$ cat config.mk
export PLATFORM = sky130hd
export DESIGN_NAME = fetch_unit
export DESIGN_NICKNAME = d
export VERILOG_FILES = /design/src/rtl/proc_pkg.sv /design/src/rtl/pc_counter.sv /design/src/rtl/fetch_unit.sv
export SDC_FILE = /design/constraint.sdc
export NUM_CORES = 1
export LEC_CHECK = 0
export ABC_CLOCK_PERIOD_IN_PS = 1700
export CORE_ASPECT_RATIO = 0.8
export CORE_MARGIN = 4
export CORE_UTILIZATION = 44
export CTS_CLUSTER_DIAMETER = 30
export DETAILED_ROUTE_END_ITERATION = 10
export GPL_TIMING_DRIVEN = 0
export PLACE_DENSITY = 0.84
export SLEW_MARGIN = 20
export SYNTH_ARGS = -nofsm -noshare
export SYNTH_HDL_FRONTEND = slang
export SYNTH_SLANG_ARGS = --single-unit
$ cat constraint.sdc
create_clock -name clock -period 1.7 [get_ports clock]
set_clock_uncertainty 0.05 [all_clocks]
set_input_delay 0.34 -clock clock [delete_from_list [all_inputs] [get_ports clock]]
set_output_delay 0.34 -clock clock [all_outputs]
set_load 0.005 [all_outputs]
$ cat src/rtl/proc_pkg.sv
// Opcodes and fetch-state encoding shared between the fetch unit and the control unit.
// Instruction format is III XXX YYY; the opcode is the top three bits of the word.
package proc_pkg;

    localparam logic [2:0] OP_MV   = 3'b000;
    localparam logic [2:0] OP_MVI  = 3'b001;
    localparam logic [2:0] OP_ADD  = 3'b010;
    localparam logic [2:0] OP_SUB  = 3'b011;
    localparam logic [2:0] OP_LD   = 3'b100;
    localparam logic [2:0] OP_ST   = 3'b101;
    localparam logic [2:0] OP_MVNZ = 3'b110;
    localparam logic [2:0] OP_HALT = 3'b111;

    typedef enum logic [2:0] {
        S_IDLE,
        S_F0,
        S_F1,
        S_I0,
        S_I1,
        S_EXEC,
        S_HALT
    } fetch_state_t;

endpackage

$ cat src/rtl/pc_counter.sv
// Program counter: ADDR_W-bit up-counter with async clear and increment enable.
// Wraps from 2^ADDR_W-1 to 0 by natural modulo arithmetic.
module pc_counter #(
    parameter int ADDR_W = 5
) (
    input  logic              clock,
    input  logic              resetn,
    input  logic              inc,
    output logic [ADDR_W-1:0] count
);

    always_ff @(posedge clock or negedge resetn) begin
        if (!resetn) begin
            count <= '0;
        end else if (inc) begin
            count <= count + 1'b1;
        end
    end

endmodule

$ cat src/rtl/fetch_unit.sv
// Fetch/sequencing stage: reads instruction (and MVI immediate) words from a 1-cycle ROM,
// presents them on ir/din and holds run until the control unit returns done.
module fetch_unit
    import proc_pkg::*;
#(
    parameter int ADDR_W = 5,
    parameter int DATA_W = 9
) (
    input  logic              clock,
    input  logic              resetn,
    input  logic              enable,
    output logic [ADDR_W-1:0] mem_addr,
    input  logic [DATA_W-1:0] mem_data,
    output logic [DATA_W:0]   ir,
    output logic [DATA_W-1:0] din,
    output logic              run,
    input  logic              done,
    output logic [ADDR_W-1:0] pc,
    output logic              halted
);

    fetch_state_t state;
    fetch_state_t state_nxt;
    logic         pc_inc;
    logic         ld_ir;
    logic         ld_din;
    logic         set_halt;
    logic [2:0]   opcode;

    assign opcode = mem_data[DATA_W-1 -: 3];

    pc_counter #(
        .ADDR_W(ADDR_W)
    ) u_pc (
        .clock (clock),
        .resetn(resetn),
        .inc   (pc_inc),
        .count (pc)
    );

    // The ROM is always addressed by pc; the data phase sees the word for the previous cycle's pc.
    assign mem_addr = pc;

    // Combinational so run is already low on the edge where done is sampled.
    assign run = (state == S_EXEC) && !done;

    always_ff @(posedge clock or negedge resetn) begin
        if (!resetn) begin
            state  <= S_IDLE;
            ir     <= '0;
            din    <= '0;
            halted <= 1'b0;
        end else begin
            state <= state_nxt;
            if (ld_ir) begin
                ir <= {1'b0, mem_data};
            end
            if (ld_din) begin
                din <= mem_data;
            end
            if (set_halt) begin
                halted <= 1'b1;
            end
        end
    end

    always_comb begin
        state_nxt = state;
        pc_inc    = 1'b0;
        ld_ir     = 1'b0;
        ld_din    = 1'b0;
        set_halt  = 1'b0;
        case (state)
            S_IDLE: begin
                if (enable) begin
                    state_nxt = S_F0;
                end
            end
            S_F0: state_nxt = S_F1;
            S_F1: begin
                ld_ir  = 1'b1;
                pc_inc = 1'b1;
                if (opcode == OP_HALT) begin
                    state_nxt = S_HALT;
                    set_halt  = 1'b1;
                end else if (opcode == OP_MVI) begin
                    state_nxt = S_I0;
                end else begin
                    state_nxt = S_EXEC;
                end
            end
            S_I0: state_nxt = S_I1;
            S_I1: begin
                ld_din    = 1'b1;
                pc_inc    = 1'b1;
                state_nxt = S_EXEC;
            end
            // A fetch already under way completes even if enable drops; enable only
            // decides whether the next fetch starts after done.
            S_EXEC: begin
                if (done) begin
                    state_nxt = enable ? S_F0 : S_IDLE;
                end
            end
            S_HALT: state_nxt = S_HALT;
            default: state_nxt = S_IDLE;
        endcase
    end

endmodule

==> impl_metrics.json, run 1 <==
{
  "outcome": "completed",
  "nNetsFinal": 161,
  "via_per_inst": 4.821,
  "drv_slew": 0,
  "die_height_um": 55.89,
  "via_count": 887,
  "slew_headroom_pct": 60.86,
  "place_congestion": 0.7549,
  "yosys.area.top_type": "dfrtp_1",
  "ios": 44,
  "peakVddDrop_uv": 1011,
  "powerDensity_nw_per_um2": 1905,
  "synth_seq_cells": 27,
  "grt_overflow_total": 0,
  "yosys_warnings": 0,
  "maxCapViolations": 0,
  "layout.cells.non_filler": 184,
  "cp_slowest_stage_delay_ps": 410,
  "grt_util_all_layers_pct": 14.61,
  "synth.top_cells.by_area": "dfrtp_1 54%, mux2_2 16%, buf_4 4.2%",
  "cp_max_fo": 9,
  "clk_latency_ps": 320,
  "clk_pin_slew_worst_paths_ps": 140,
  "synth.distinct_cells": 32,
  "async_reset_ff_share_pct": 100.0,
  "ys.flop_type": "dfrtp_1",
  "r2r_start": "state[1]$_DFFE_PN0P_",
  "final_util_pct": 67.67,
  "syn_avg_cell_area_um2": 14.33,
  "yosys-top-cells-count": "27 x dfrtp_1, 18 x mux2_2, 7 x buf_4, 4 x xor2_1, 3 x o21ai_0",
  "synth_most_common_cell": "dfrtp_1",
  "grt_max_degree": 28,
  "cts_made_buffers": 3,
  "min_period_ps": 1667,
  "fmax_ghz": 0.6000,
  "drcViolationCount": 0,
  "row_count": 17,
  "grt_pass1_wl_um": 4264,
  "firstDrtPassIters": 4,
  "drt_iter0_markers": 16,
  "clock_path_buffers": 2,
  "leakage_nw": 0.8255,
  "critPathSlowestCell": "dfrtp_1",
  "area_growth_pct": 47.22,
  "portBuffers": 42,
  "critical_path.startpoint_type": "flip-flop",
  "grt_setup_unrepaired": "true",
  "ys_seq_area_share_pct": 53.57,
  "n_antenna_cell": 0,
  "cp_cell_sequence": "buf_6 > buf_4 > buf_4 > nor3b_4 > buf_6 > mux2_2",
  "synth_cells": 88,
  "cp_num_buf_inv": 4,
  "crit_arrival_ps": 1840,
  "cp-startpoint": "state[1]$_DFFE_PN0P_",
  "worstMarginPinSlew_ps": 587.1,
  "syn_area_um2": 1261,
  "dp_hpwl_um": 1901,
  "crit_required_ps": 1870,
  "synth_nets": 102,
  "crit_type": "flip-flop to flip-flop",
  "hold_class": "flip-flop to flip-flop",
  "cts.htree.levels": 1,
  "start_util_pct": 45.96,
  "cp_top_family": "buffers and inverters",
  "die_area_um2": 3792,
  "setup_viol": 0,
  "die_w_um": 67.86,
  "clock-root-buffer": "clkbuf_4",
  "synth_top_area_share_pct": 53.57,
  "endpoint_kind": "flip-flop",
  "grt_antenna_before_repair": 0,
  "synth-edff-count": 0,
  "hp-start": "halted$_DFFE_PN0P_",
  "drive_above_1_share_pct": 39.04,
  "wire_per_inst_um": 14.50,
  "min_period_over_period_pct": 98.04,
  "core_um2": 2744,
  "drtAntennaViolNets": 0,
  "placed_cells": 168,
  "first_global_vias": 930,
  "fin_setup_tns_ps": 0,
  "cts_tree": "built",
  "finalHoldViolations": 0,
  "cts.sinks": 27,
  "routed_wl_um": 2668
}
flip-flops by register name, summed over array words and instances (netlist names):
register	cells
state	3
u_pc.count	5
halted	1
din	9
ir	9
per-layer routing:
metal	global-route usage (%)	part of all wire, %	vias to the layer above
met2	24.97	53	33
met3	4.848	5.6	0
met5	0	0	-
li1	-	-	415
met1	17.92	42	439
met4	2.550	0	0
per-stage QoR:
stage	setup slack [ps]	hold slack (ps)	total power, mW	cell area [um^2]
3_5_place_dp	-191.6	323.9	3.104	1724
2_1_floorplan	362.0	-5.591	2.173	1261
5_1_grt	-41.67	492.1	3.781	1857
6_report	33.37	454.9	3.537	1857
4_1_cts	-3.992	467.4	3.480	1815
3_3_place_gp	-198.1	403.6	3.017	1729
final cells by class:
class / count / area, um^2
fill: 197 / 887.1
sequential: 27 / 675.6
inverter: 1 / 3.754
clock inverter: 1 / 5.005
clock buffer: 3 / 22.52
tap: 38 / 47.55
buffer: 10 / 96.34
multi-input combinational: 50 / 509.2
timing repair buffer: 54 / 496.7
report_power, final:
| group | total, mW | internal, mW | switching, mW | leakage, nW |
|---|---|---|---|---|
| Sequential | 1.15 | 0.972 | 0.182 | 0.323 |
| Combinational | 2.11 | 1.37 | 0.739 | 0.485 |
| Clock | 0.273 | 0.0882 | 0.184 | 0.0177 |
what timing repair did:
item / 4_1_cts / 5_1_grt
setup buffers: 6 / 5
hold endpoints to repair: 27 / 0
hold buffers: 1 / 0
endpoints found under the setup margin: 9 / 1
gates resized for setup: 13 / 1
worst paths after layout:
check	end	slack (ps)	cells after the start
min in group asynchronous	din[1]$_DFFE_PN0N_	480	2
worst max-delay path	din[2]$_DFFE_PN0N_	30	6
worst min register to register	halted$_DFFE_PN0P_	450	1
worst min-delay path	halted$_DFFE_PN0P_	450	1
worst max register to register	din[2]$_DFFE_PN0N_	30	6
max in group asynchronous	din[8]$_DFFE_PN0N_	730	2
cells in the final DEF, fill, tap and decap left out, types with 2 or more instances in the layout:
cell type,netlist,final
mux2_2,18,17
dlygate4sd2_1,0,5
clkbuf_4,0,3
buf_6,2,4
buf_4,7,16
clkdlybuf4s50_1,0,35
xor2_1,4,4
buf_2,0,2
nor3b_2,1,2
a21oi_1,2,2
mux2_4,1,2
dfrtp_1,27,27
o21ai_0,3,3
logic make-up (layout without fill, tap and decap cells):
family	count (synthesis)	in the layout	synth area share, %
other	1	1	0.2973
AOI/OAI and AO/OA	10	10	5.457
muxes	19	19	17.26
and+or+nand+nor	13	13	9.425
adders and majority gates	1	1	0.9919
buffers and inverters	11	69	7.341
xor gates and xnor gates	6	6	5.655
DFF	27	27	53.57
Power figures use the tool's default switching activity.
==> run 2: changes to the inputs <==
Settings changed: CORE_MARGIN 4 to 2.
==> run 2 against run 1 <==
  * Clock power hardly changed
  * Highest routed layer is now met4
  * Register-to-register slack better by 160 ps
  * Flip-flop and latch count stayed put
  * Final cell count is 1.1% lower
  * Sequential power hardly changed
  * Sequential share of layout area is 0.45 points higher
  * Non-clock buffer count is 2 lower
  * Global-route usage is 1.8 points higher
  * Cell area is 1.2% lower
  * Utilization is 0.82 points lower
  * Count of clock-buffer cells in the layout is 1 higher
  * Critical endpoint is now run
  * Total power is 1.9% lower
==> impl_metrics.json, run 2 (synthesis gave the netlist of run 1 again) <==
{
  "setup_viol": 0,
  "nNetsFinal": 159,
  "die_area_um2": 3313,
  "grt_util_all_layers_pct": 16.41,
  "row_count": 17,
  "placed_area_um2": 1724,
  "fin_setup_tns_ps": 0,
  "drv_slew": 0,
  "final_area_um2": 1834,
  "grt_max_degree": 28,
  "whs_ps": 437.5,
  "drtAntennaViolNets": 0,
  "dp_hpwl_um": 1751,
  "min_period_ps": 1673,
  "crit_required_ps": 1310,
  "largest_registers": "din: 9 flops, ir: 9 flops, u_pc.count: 5 flops",
  "worstMarginPinSlew_ps": 580.7,
  "via_count": 880,
  "routed_wl_um": 2537,
  "die_w_um": 63.86,
  "core_um2": 2744,
  "clk_latency_ps": 320,
  "critical_path.startpoint_type": "flip-flop",
  "portBuffers": 42,
  "grt_antenna_before_repair": 0,
  "cp_max_fo": 5,
  "cts.htree.levels": 1,
  "drt_iter0_markers": 12,
  "cts_tree": "built",
  "peakVddDrop_uv": 816.6,
  "powerDensity_nw_per_um2": 1892,
  "layout_commonest_cell": "clkdlybuf4s50_1",
  "start_util_pct": 45.96,
  "clock-root-buffer": "clkbuf_4",
  "area_growth_pct": 45.44,
  "clk_pin_slew_worst_paths_ps": 130,
  "hold_class": "flip-flop to flip-flop",
  "die_height_um": 51.89,
  "fmax_ghz": 0.5977,
  "crit_type": "flip-flop to output pin",
  "leakage_nw": 0.8059,
  "grt_overflow_total": 0,
  "placed_cells": 168,
  "fill_cells": 227,
  "ios": 44,
  "crit_arrival_ps": 1280,
  "drcViolationCount": 0,
  "maxCapViolations": 0,
  "drive_above_1_share_pct": 37.50,
  "grt_pass1_wl_um": 4098,
  "clock_path_buffers": 2,
  "cts_made_buffers": 3,
  "finalHoldViolations": 0,
  "setup_ws_ps": 26.85,
  "grt_setup_unrepaired": "true",
  "wire_per_inst_um": 13.94,
  "endpoint_kind": "output pin",
  "cts.sinks": 27,
  "n_antenna_cell": 0,
  "via_per_inst": 4.835,
  "first_global_vias": 912,
  "layout.cells.non_filler": 182,
  "pre_cts_ws_ps": -216.3,
  "outcome": "completed",
  "slew_headroom_pct": 61.29,
  "place_congestion": 0.7604,
  "final_cell_mix": "36 x clkdlybuf4s50_1, 27 x dfrtp_1, 18 x mux2_2",
  "min_period_over_period_pct": 98.42,
  "firstDrtPassIters": 2
}
run 2: changes by cell type in the layout (fill, tap and decap cells not counted), sizes merged:
cell,change
buf,-2
clkdlybuf4s50,+1
clkinv,-1
dlygate4sd2,-1
clkbuf,+1
run 2: critical path, cell delays in order, from the launching register on:
cell,delay [ps]
dfrtp_1,400
buf_6,130
nand2b_4,140
nor3b_2,160
buf_2,130
run 2: worst paths after layout:
path / startpoint / endpoint / slack, ps / depth (start not counted)
setup / recovery: state[1]$_DFFE_PN0P_ / run / 30 / 4
hold / removal: halted$_DFFE_PN0P_ / halted$_DFFE_PN0P_ / 440 / 1
min in group asynchronous: resetn / din[5]$_DFFE_PN0N_ / 480 / 2
hold reg to reg: halted$_DFFE_PN0P_ / halted$_DFFE_PN0P_ / 440 / 1
setup reg to reg: state[1]$_DFFE_PN0P_ / din[0]$_DFFE_PN0N_ / 190 / 5
max in group asynchronous: resetn / din[6]$_DFFE_PN0N_ / 730 / 2
run 2: stage by stage:
| stage | total power [mW] | util [%] |
|---|---|---|
| after floorplan | 2.173 | - |
| after global placement | 3.006 | 63.02 |
| after detailed placement | 3.091 | 62.84 |
| after CTS | 3.464 | 66.03 |
| after global routing | 3.701 | 66.85 |
| final | 3.470 | 66.85 |
run 2: power by group:
group,internal (mW),leakage (nW),switching (mW)
registers,0.972,0.323,0.179
logic,1.34,0.468,0.707
clock network,0.0919,0.0150,0.180
run 2: cell type report:
class	count	area, um^2	share of cell area [%]
Multi-Input combinational cell	50	505.5	27.56
Timing Repair Buffer	53	490.5	26.74
Clock buffer	4	26.28	1.432
Inverter	1	3.754	0.2046
Tap cell	38	47.55	2.592
Sequential cell	27	675.6	36.83
Buffer	9	85.08	4.638
run 2: per-layer routing:
| layer | up-vias | share of wire [%] | GRT usage (%) |
|---|---|---|---|
| met5 | - | 0 | 0 |
| met4 | 0 | 1.4 | 7.246 |
| met1 | 433 | 42 | 20.20 |
| met2 | 24 | 52 | 27.60 |
| li1 | 418 | - | - |
| met3 | 5 | 4.0 | 4.113 |
run 2: timing repair:
item	4_1_cts	5_1_grt
gates cloned	0	0
buffers inserted	7	3
hold endpoints to repair	27	0
setup endpoints to repair	8	1
hold buffers	1	0
resized for setup	11	0
pin swaps	0	0
